$ cat config.mk
export PLATFORM = sky130hd
export DESIGN_NAME = pipeline_ctrl
export DESIGN_NICKNAME = d
export VERILOG_FILES = /design/src/rtl/pipeline_ctrl.sv
export SDC_FILE = /design/constraint.sdc
export NUM_CORES = 1
export LEC_CHECK = 0
export ABC_AREA = 1
export BUFFER_PORTS_ARGS = -buffer_cell sky130_fd_sc_hd__clkbuf_2
export CAP_MARGIN = 20
export CORE_MARGIN = 2
export CORE_UTILIZATION = 45
export CTS_CLUSTER_SIZE = 28
export DETAILED_ROUTE_END_ITERATION = 6
export GPL_TIMING_DRIVEN = 1
export HOLD_SLACK_MARGIN = 0.06
export PLACE_DENSITY = 0.72
export REMOVE_ABC_BUFFERS = 1
export SLEW_MARGIN = 5
export SYNTH_ARGS = -nofsm -noshare
export SYNTH_HDL_FRONTEND = slang
export SYNTH_SLANG_ARGS = --single-unit
$ cat constraint.sdc
create_clock -name CLK -period 1.33 [get_ports CLK]
set_input_delay 0.399 -clock CLK [delete_from_list [all_inputs] [get_ports CLK]]
set_output_delay 0.399 -clock CLK [all_outputs]
set_load 0.02 [all_outputs]
$ cat src/rtl/pipeline_ctrl.sv
// Pipeline control: turns hazard requests and cache hits into latch enables/flushes, PC enable, halt FSM and perf counters.
// Latency: enables/flushes are combinational from state and inputs; state, halted and counters update on the next CLK edge.
// Backpressure: a data miss freezes every latch and the PC until dhit; requests raised during a freeze are re-presented, not latched.
module pipeline_ctrl #(
    parameter int CNT_W = 16
) (
    input  logic             CLK,
    input  logic             nRST,
    input  logic             lw_nop,
    input  logic             jmp_flush,
    input  logic             brch_flush,
    input  logic             ihit,
    input  logic             dhit,
    input  logic             dmem_req,
    input  logic             halt_in,
    output logic             pc_en,
    output logic             ifid_en,
    output logic             idex_en,
    output logic             exmem_en,
    output logic             memwb_en,
    output logic             ifid_flush,
    output logic             idex_flush,
    output logic             exmem_flush,
    output logic             halted,
    output logic [CNT_W-1:0] stall_cnt,
    output logic [CNT_W-1:0] flush_cnt
);

    typedef enum logic [1:0] {
        RUN     = 2'd0,
        MEMWAIT = 2'd1,
        HALTED  = 2'd2
    } state_t;

    localparam logic [CNT_W-1:0] CNT_ONE = {{(CNT_W-1){1'b0}}, 1'b1};
    localparam logic [CNT_W-1:0] CNT_MAX = {CNT_W{1'b1}};

    state_t           state_q, state_d;
    logic             halted_q, halted_d;
    logic [CNT_W-1:0] stall_q, stall_d;
    logic [CNT_W-1:0] flush_q, flush_d;
    logic             stall_inc, flush_inc;

    // Next-state and latch controls; the first matching rule wins, everything defaults to a full freeze.
    always_comb begin
        state_d     = state_q;
        pc_en       = 1'b0;
        ifid_en     = 1'b0;
        idex_en     = 1'b0;
        exmem_en    = 1'b0;
        memwb_en    = 1'b0;
        ifid_flush  = 1'b0;
        idex_flush  = 1'b0;
        exmem_flush = 1'b0;
        stall_inc   = 1'b0;
        flush_inc   = 1'b0;
        case (state_q)
            RUN, MEMWAIT: begin
                if (halt_in) begin
                    // Halt cycle freezes but is deliberately not counted as a stall.
                    state_d = HALTED;
                end else if (dmem_req && !dhit) begin
                    state_d   = MEMWAIT;
                    stall_inc = 1'b1;
                end else begin
                    // Covers the dhit cycle of MEMWAIT too, so there is no dead cycle on return.
                    state_d = RUN;
                    if (jmp_flush || brch_flush) begin
                        // Redirect beats a load-use stall: the stalled instruction is on the wrong path.
                        pc_en      = 1'b1;
                        ifid_flush = 1'b1;
                        idex_flush = 1'b1;
                        exmem_en   = 1'b1;
                        memwb_en   = 1'b1;
                        flush_inc  = 1'b1;
                    end else if (lw_nop) begin
                        idex_flush = 1'b1;
                        exmem_en   = 1'b1;
                        memwb_en   = 1'b1;
                        stall_inc  = 1'b1;
                    end else if (!ihit) begin
                        ifid_flush = 1'b1;
                        idex_en    = 1'b1;
                        exmem_en   = 1'b1;
                        memwb_en   = 1'b1;
                        stall_inc  = 1'b1;
                    end else begin
                        pc_en    = 1'b1;
                        ifid_en  = 1'b1;
                        idex_en  = 1'b1;
                        exmem_en = 1'b1;
                        memwb_en = 1'b1;
                    end
                end
            end
            HALTED: begin
                state_d = HALTED;
            end
            default: begin
                state_d = RUN;
            end
        endcase
        // Keep every latch quiet while reset is held, independent of the clock.
        if (!nRST) begin
            pc_en      = 1'b0;
            ifid_en    = 1'b0;
            idex_en    = 1'b0;
            exmem_en   = 1'b0;
            memwb_en   = 1'b0;
            ifid_flush = 1'b0;
            idex_flush = 1'b0;
        end
    end

    // Saturating counter and sticky halt next-state.
    always_comb begin
        halted_d = halted_q | (state_d == HALTED);
        stall_d  = (stall_inc && stall_q != CNT_MAX) ? stall_q + CNT_ONE : stall_q;
        flush_d  = (flush_inc && flush_q != CNT_MAX) ? flush_q + CNT_ONE : flush_q;
    end

    // State, halt flag and counters; asynchronous clear.
    always_ff @(posedge CLK or negedge nRST) begin
        if (!nRST) begin
            state_q  <= RUN;
            halted_q <= 1'b0;
            stall_q  <= '0;
            flush_q  <= '0;
        end else begin
            state_q  <= state_d;
            halted_q <= halted_d;
            stall_q  <= stall_d;
            flush_q  <= flush_d;
        end
    end

    assign halted    = halted_q;
    assign stall_cnt = stall_q;
    assign flush_cnt = flush_q;

endmodule
==> results of run 1 <==
metal layers:
layer / global-route usage (%) / up-vias / share of wire (%)
met5: 0 / - / 0
li1: - / 1293 / -
met2: 51.4 / 114 / 53
met1: 31.1 / 1325 / 38
met4: 10.3 / 0 / 4.1
met3: 5.42 / 31 / 5.0
cell usage after synthesis:
cell        n
a21oi_1     1
buf_4       3
buf_6       4
conb_1      1
dfrtp_1    35
ha_1        2
inv_1      29
inv_2       2
nand2_1   148
nand2_2     2
nand2_4     1
nand3_1    13
nand3_2     3
nand3b_1    2
nand4_1     6
nor2_1     44
nor2_2      3
nor2_4      2
nor3_1      1
o21ai_0    10
o21bai_4    1
or2_2       1
xnor2_1     5
xor2_1      8
area by class of cell:
class	instances	area [µm²]
clock buffers	8	100
multi-input cells	255	1430
fillers	253	669
well taps	67	83.8
inverters	31	126
repair buffers	144	1470
flip-flops and latches	35	877
critical path: cells and delay by family, from the launching register on:
kind                   cells  cell delay [ps]
and+or+nand+nor            3              410
buffers and inverters      1              160
DFF                        1              410
kinds of logic after synthesis:
group	Yosys count
other cells	1
flops	35
buf+inv	38
xor+xnor	13
simple gates	226
fa+ha+maj	2
compound gates	12
path summary, 6_finish.rpt:
| check | startpoint | to | slack (ps) | depth (start not counted) |
|---|---|---|---|---|
| max | state_q[1] | ifid_en | -350 | 4 |
| min | nRST | flush_cnt[3] | 270 | 2 |
| max reg2reg | stall_cnt[1] | stall_cnt[9] | -210 | 10 |
| min reg2reg | state_q[0] | state_q[1] | 470 | 1 |
| max in group asynchronous | nRST | stall_cnt[7] | 700 | 2 |
| min in group CLK | state_q[0] | state_q[1] | 470 | 1 |
state kept, by name, summed over array words and instances, names as in the netlist:
signal and cells:
state_q 2, halted 1, stall_cnt 16, flush_cnt 16
where the power goes:
part,internal [W],switching (W)
clock,0.000474,0.000433
combinational,0.000197,0.000226
sequential,0.00110,0.0000426
metrics by stage:
stage | std cells | area [µm²]
detailed placement | 484 | 2870
global placement | 484 | 2870
finish | 540 | 4090
global route | 540 | 4090
CTS | 525 | 3740
floorplan | 320 | 2150
repair_timing:
action / CTS / global route
endpoints found under the setup margin: 67 / 72
buffers inserted: 33 / 20
gates resized for setup: 121 / 99
pin swaps: 11 / 25
gates cloned: 2 / 2
==> impl_results.md, run 1 <==
* Clock Pin Slew Worst Setup and Hold Paths at 80 ps
* Setup-failing EPs final at 67
* Initial DRT Pass Iterations at 4
* Final #Nets at 483
* Detail Placement HPWL at 4.23 mm
* VDD IR max at 615 µV
* Clock Skews at 4.95 ps
* CP Class: reg2out
* Pwr dens at 605 nW/µm²
* Post-Synth XOR/XNOR Area at 5.13%
* Row count at 25
* Library cells used by synthesis at 24
* Initial detailed-routing violation count at 113
* Num CTS Buffers at 5
* Register bit total from synthesis at 35
* Largest net degree at the start of global routing at 36
* RSZ-0062 raised after global routing: yes
* Die ar. at 5510 µm²
* Area leader, netlist: dfrtp_1
* DRC Markers at 0
* Most frequent cells in the layout: nand2_1 (117), buf_4 (60), buf_6 (35)
* Main combinational cell family by area after synthesis: simple AND/OR/NAND/NOR gates
* Routed WL at 8.63 mm
* Clock Sinks at 35
* Final min period at 1680 ps
* Die height at 74.3 µm
* Synth top area cells: dfrtp_1 (39%), nand2_1 (25%), nor2_1 (7.4%)
* Commonest non-fill, non-tap cell in the layout: nand2_1
* Pwr Total at 0.00247 W
* Avg Synthesized Cell Area at 6.79 µm²
* Final hold vios at 0
* Period utilization at 126%
* Synth top area share at 39.4%
* Pre-CTS setup slack at -294 ps
* Vias/cell at 5.12
* Startpoint types: flip-flop
* WL/cell at 16.0 µm
* Simple-Gate Fraction of Synth Area at 42.5%
* First-pass GRT wire length at 11.6 mm
* Status: finished, violations left
* Global Route Usage Sum at 27.6%
* Slew Limit Fails at 0
* Clk buf depth at 2
* Worst path slowest cell: dfrtp_1
* IO Port Bufs at 48
* Critical path cell sequence: nor2_4 -> nand3_4 -> nor3_2 -> buf_4
* Clk Latency, worst-skew pair at 300 ps
* Final worst slack at -350 ps
* Slowest Stage Delay on Critical Path at 410 ps
* Req. time, crit path at 930 ps
* Leakage power at 2.09 nW
* Core region area at 4750 µm²
* FMAX at 0.595 GHz
* H-tree levels at 2
* Fraction of synthesized area in multiplexers at 0%
* Yosys warns at 0
* CTS root buf: clkbuf_8
* CP Capture Type: output pin
* Antenna Cells at 0
* Cts hold-fix bufs at 0
* Grt total ovfl at 0
* Initial antenna violation count at 0
* TritonCTS clock tree: yes
* Routed vias at 2763
* IO Pins at 50
* CP Max Fanout at 6
* Synth Area in Adders at 1.13%
* Final design utilization at 85.9%
* Post-Synthesis Cells at 327
* WP data arrival at 1280 ps
* Worst hold path class: in2async
* Synth Area in Compound Gates at 3.32%
* Max cap viols at 0
* Post-route ant nets at 0
* Layout cells sized above 1 at 47.1%
* Failing checks: negative setup slack
* Synthesized cell area at 2220 µm²
* P&R area growth vs syn at 83.9%
* Via count of the first global-routing pass at 2628
* Initial Util at 46.7%
* Sequential area share after synthesis at 39.4%
* Gpl congestion at 0.858
* Setup tns final at -7500 ps
* Die X at 74.3 µm
* Final Hold Slack at 266 ps
Note: power is estimated with default switching activity, not from simulation.
==> inputs of run 2 (changes only) <==
--- a/config.mk
+++ b/config.mk
@@ -8,15 +8,16 @@
 export ABC_AREA = 1
 export BUFFER_PORTS_ARGS = -buffer_cell sky130_fd_sc_hd__clkbuf_2
 export CAP_MARGIN = 20
-export CORE_MARGIN = 2
+export CORE_MARGIN = 1
 export CORE_UTILIZATION = 45
 export CTS_CLUSTER_SIZE = 28
 export DETAILED_ROUTE_END_ITERATION = 6
 export GPL_TIMING_DRIVEN = 1
 export HOLD_SLACK_MARGIN = 0.06
-export PLACE_DENSITY = 0.72
+export PLACE_DENSITY = 0.79
 export REMOVE_ABC_BUFFERS = 1
 export SLEW_MARGIN = 5
 export SYNTH_ARGS = -nofsm -noshare
 export SYNTH_HDL_FRONTEND = slang
 export SYNTH_SLANG_ARGS = --single-unit
+export TNS_END_PERCENT = 50
==> impl_results.md, run 2 (synthesis gave the netlist of run 1 again) <==
* Status: finished, violations left
* Failing checks: negative setup slack
* CP Capture Type: output pin
* Slew Limit Fails at 0
* Startpoint types: primary input
* H-tree levels at 2
* Max cap viols at 0
* VDD IR max at 746 µV
* Pwr Total at 0.00249 W
* Combinational power share at 13.5%
* Routed WL at 7.16 mm
* Clock Skews at 10.4 ps
* Clock Sinks at 35
* Reg2reg path depth at 10
* Period utilization at 140%
* Fin area at 3630 µm²
* Sw frac at 27.5%
* Pwr dens at 685 nW/µm²
* WL/cell at 14.1 µm
* Grt total ovfl at 0
* Gpl congestion at 0.845
* Final #Nets at 450
* Die height at 72.3 µm
* Num CTS Buffers at 5
* Core region area at 4720 µm²
* Met3 routed WL at 346 µm
* CP Max Fanout at 2
* Routed vias at 2554
* R2R setup slack at -260 ps
* Global Route Usage Sum at 26.8%
* FF-to-FF End: stall_cnt[9]
* Die X at 72.3 µm
* Leakage power at 1.80 nW
* Post-Route M1 WL at 2.79 mm
* CP Class: in2out
* Largest net degree at the start of global routing at 36
* Final hold vios at 0
* Initial DRT Pass Iterations at 4
* P&R area growth vs syn at 63.5%
* RSZ-0062 raised after global routing: yes
* Clk Latency, worst-skew pair at 310 ps
* Initial detailed-routing violation count at 184
* Filler cells at 311
* FMAX at 0.538 GHz
* Post-DP Area at 2880 µm²
* Seq pwr share at 45.8%
* Setup-failing EPs final at 68
* Req. time, crit path at 930 ps
* WP data arrival at 1460 ps
* Row count at 25
* Wire length on met2 at 3.86 mm
* DRC Markers at 0
* Worst hold path class: in2async
* Commonest non-fill, non-tap cell in the layout: nand2_1
* IO Pins at 50
* CTS root buf: clkbuf_8
* Clock Pin Slew Worst Setup and Hold Paths at 90 ps
* Via count of the first global-routing pass at 2378
* Worst r2r src: stall_cnt[1]
* TritonCTS clock tree: yes
* Detail Placement HPWL at 4.26 mm
* Post-route ant nets at 0
* Clk buf depth at 2
* Final min period at 1860 ps
* Clock network fraction of total power at 40.7%
* First-pass GRT wire length at 10.7 mm
* Initial Util at 47.0%
* IO Port Bufs at 48
* Final worst slack at -529 ps
* Psw at 0.000685 W
* Die ar. at 5220 µm²
* Layout cells sized above 1 at 41.1%
* Antenna Cells at 0
* Power Internal at 0.00180 W
* Final Hold Slack at 216 ps
* Initial antenna violation count at 0
* Most frequent cells in the layout: nand2_1 (121), nor2_1 (37), buf_4 (36)
* Vias/cell at 5.04
* Top sig layer: met4
-- run 2: per-layer routing --
layer | track usage (%) | vias to the layer above
met5 | 0 | -
met4 | 10.2 | 0
met3 | 4.44 | 17
met2 | 48.4 | 99
met1 | 31.8 | 1210
li1 | - | 1228
-- run 2: worst max path at each step --
stage                       from            end  cells after the start
floorplan           stall_cnt[0]  stall_cnt[15]                      9
global placement      brch_flush        ifid_en                      7
detailed placement  flush_cnt[0]   flush_cnt[8]                      8
CTS                   state_q[1]        idex_en                      5
global route          brch_flush        ifid_en                      7
finish                brch_flush        ifid_en                      7
-- run 2: power by group through the flow --
stage | Combinational [W] | Clock [W] | Sequential, W
6_report | 0.000336 | 0.00101 | 0.00114
2_1_floorplan | 0.0000795 | 0 | 0.00120
5_1_grt | 0.000364 | 0.00106 | 0.00114
4_1_cts | 0.000291 | 0.00102 | 0.00113
3_3_place_gp | 0.000260 | 0 | 0.00115
3_5_place_dp | 0.000270 | 0 | 0.00115
-- run 2: repair_timing --
| item | 4_1_cts | 5_1_grt |
|---|---|---|
| gates cloned | 1 | 3 |
| endpoints found under the setup margin | 67 | 71 |
| pin swaps | 8 | 22 |
| resized for setup | 48 | 106 |
| endpoints found under the hold margin | 0 | 0 |
| buffers inserted | 24 | 7 |
| hold buffers | 0 | 0 |
-- run 2: layout make-up --
| class | instances | area, µm² | area share [%] |
|---|---|---|---|
| Clock buffer | 5 | 68.8 | 1.90 |
| Clock inverter | 3 | 43.8 | 1.21 |
| Inverter | 31 | 123 | 3.38 |
| Multi-Input combinational cell | 254 | 1370 | 37.8 |
| Sequential cell | 35 | 881 | 24.3 |
| Tap cell | 67 | 83.8 | 2.31 |
| Timing Repair Buffer | 111 | 1050 | 28.9 |
| Timing Repair inverter | 1 | 7.51 | 0.207 |
-- run 2: metrics by stage --
stage	utilization, %	setup slack [ps]	cells	setup TNS, ps
6_report	76.9	-529	507	-11220
3_3_place_gp	61.0	-237	487	-6950
4_1_cts	69.1	-417	499	-10870
5_1_grt	76.9	-568	507	-13700
2_1_floorplan	-	-567	320	-12400
3_5_place_dp	61.0	-304	487	-9090
-- run 2: worst max-delay path: stages --
cell and delay (ps):
clkbuf_2 80, nor2_1 130, inv_1 90, nor2_2 170
inv_1 120, nor3_1 250, buf_4 220
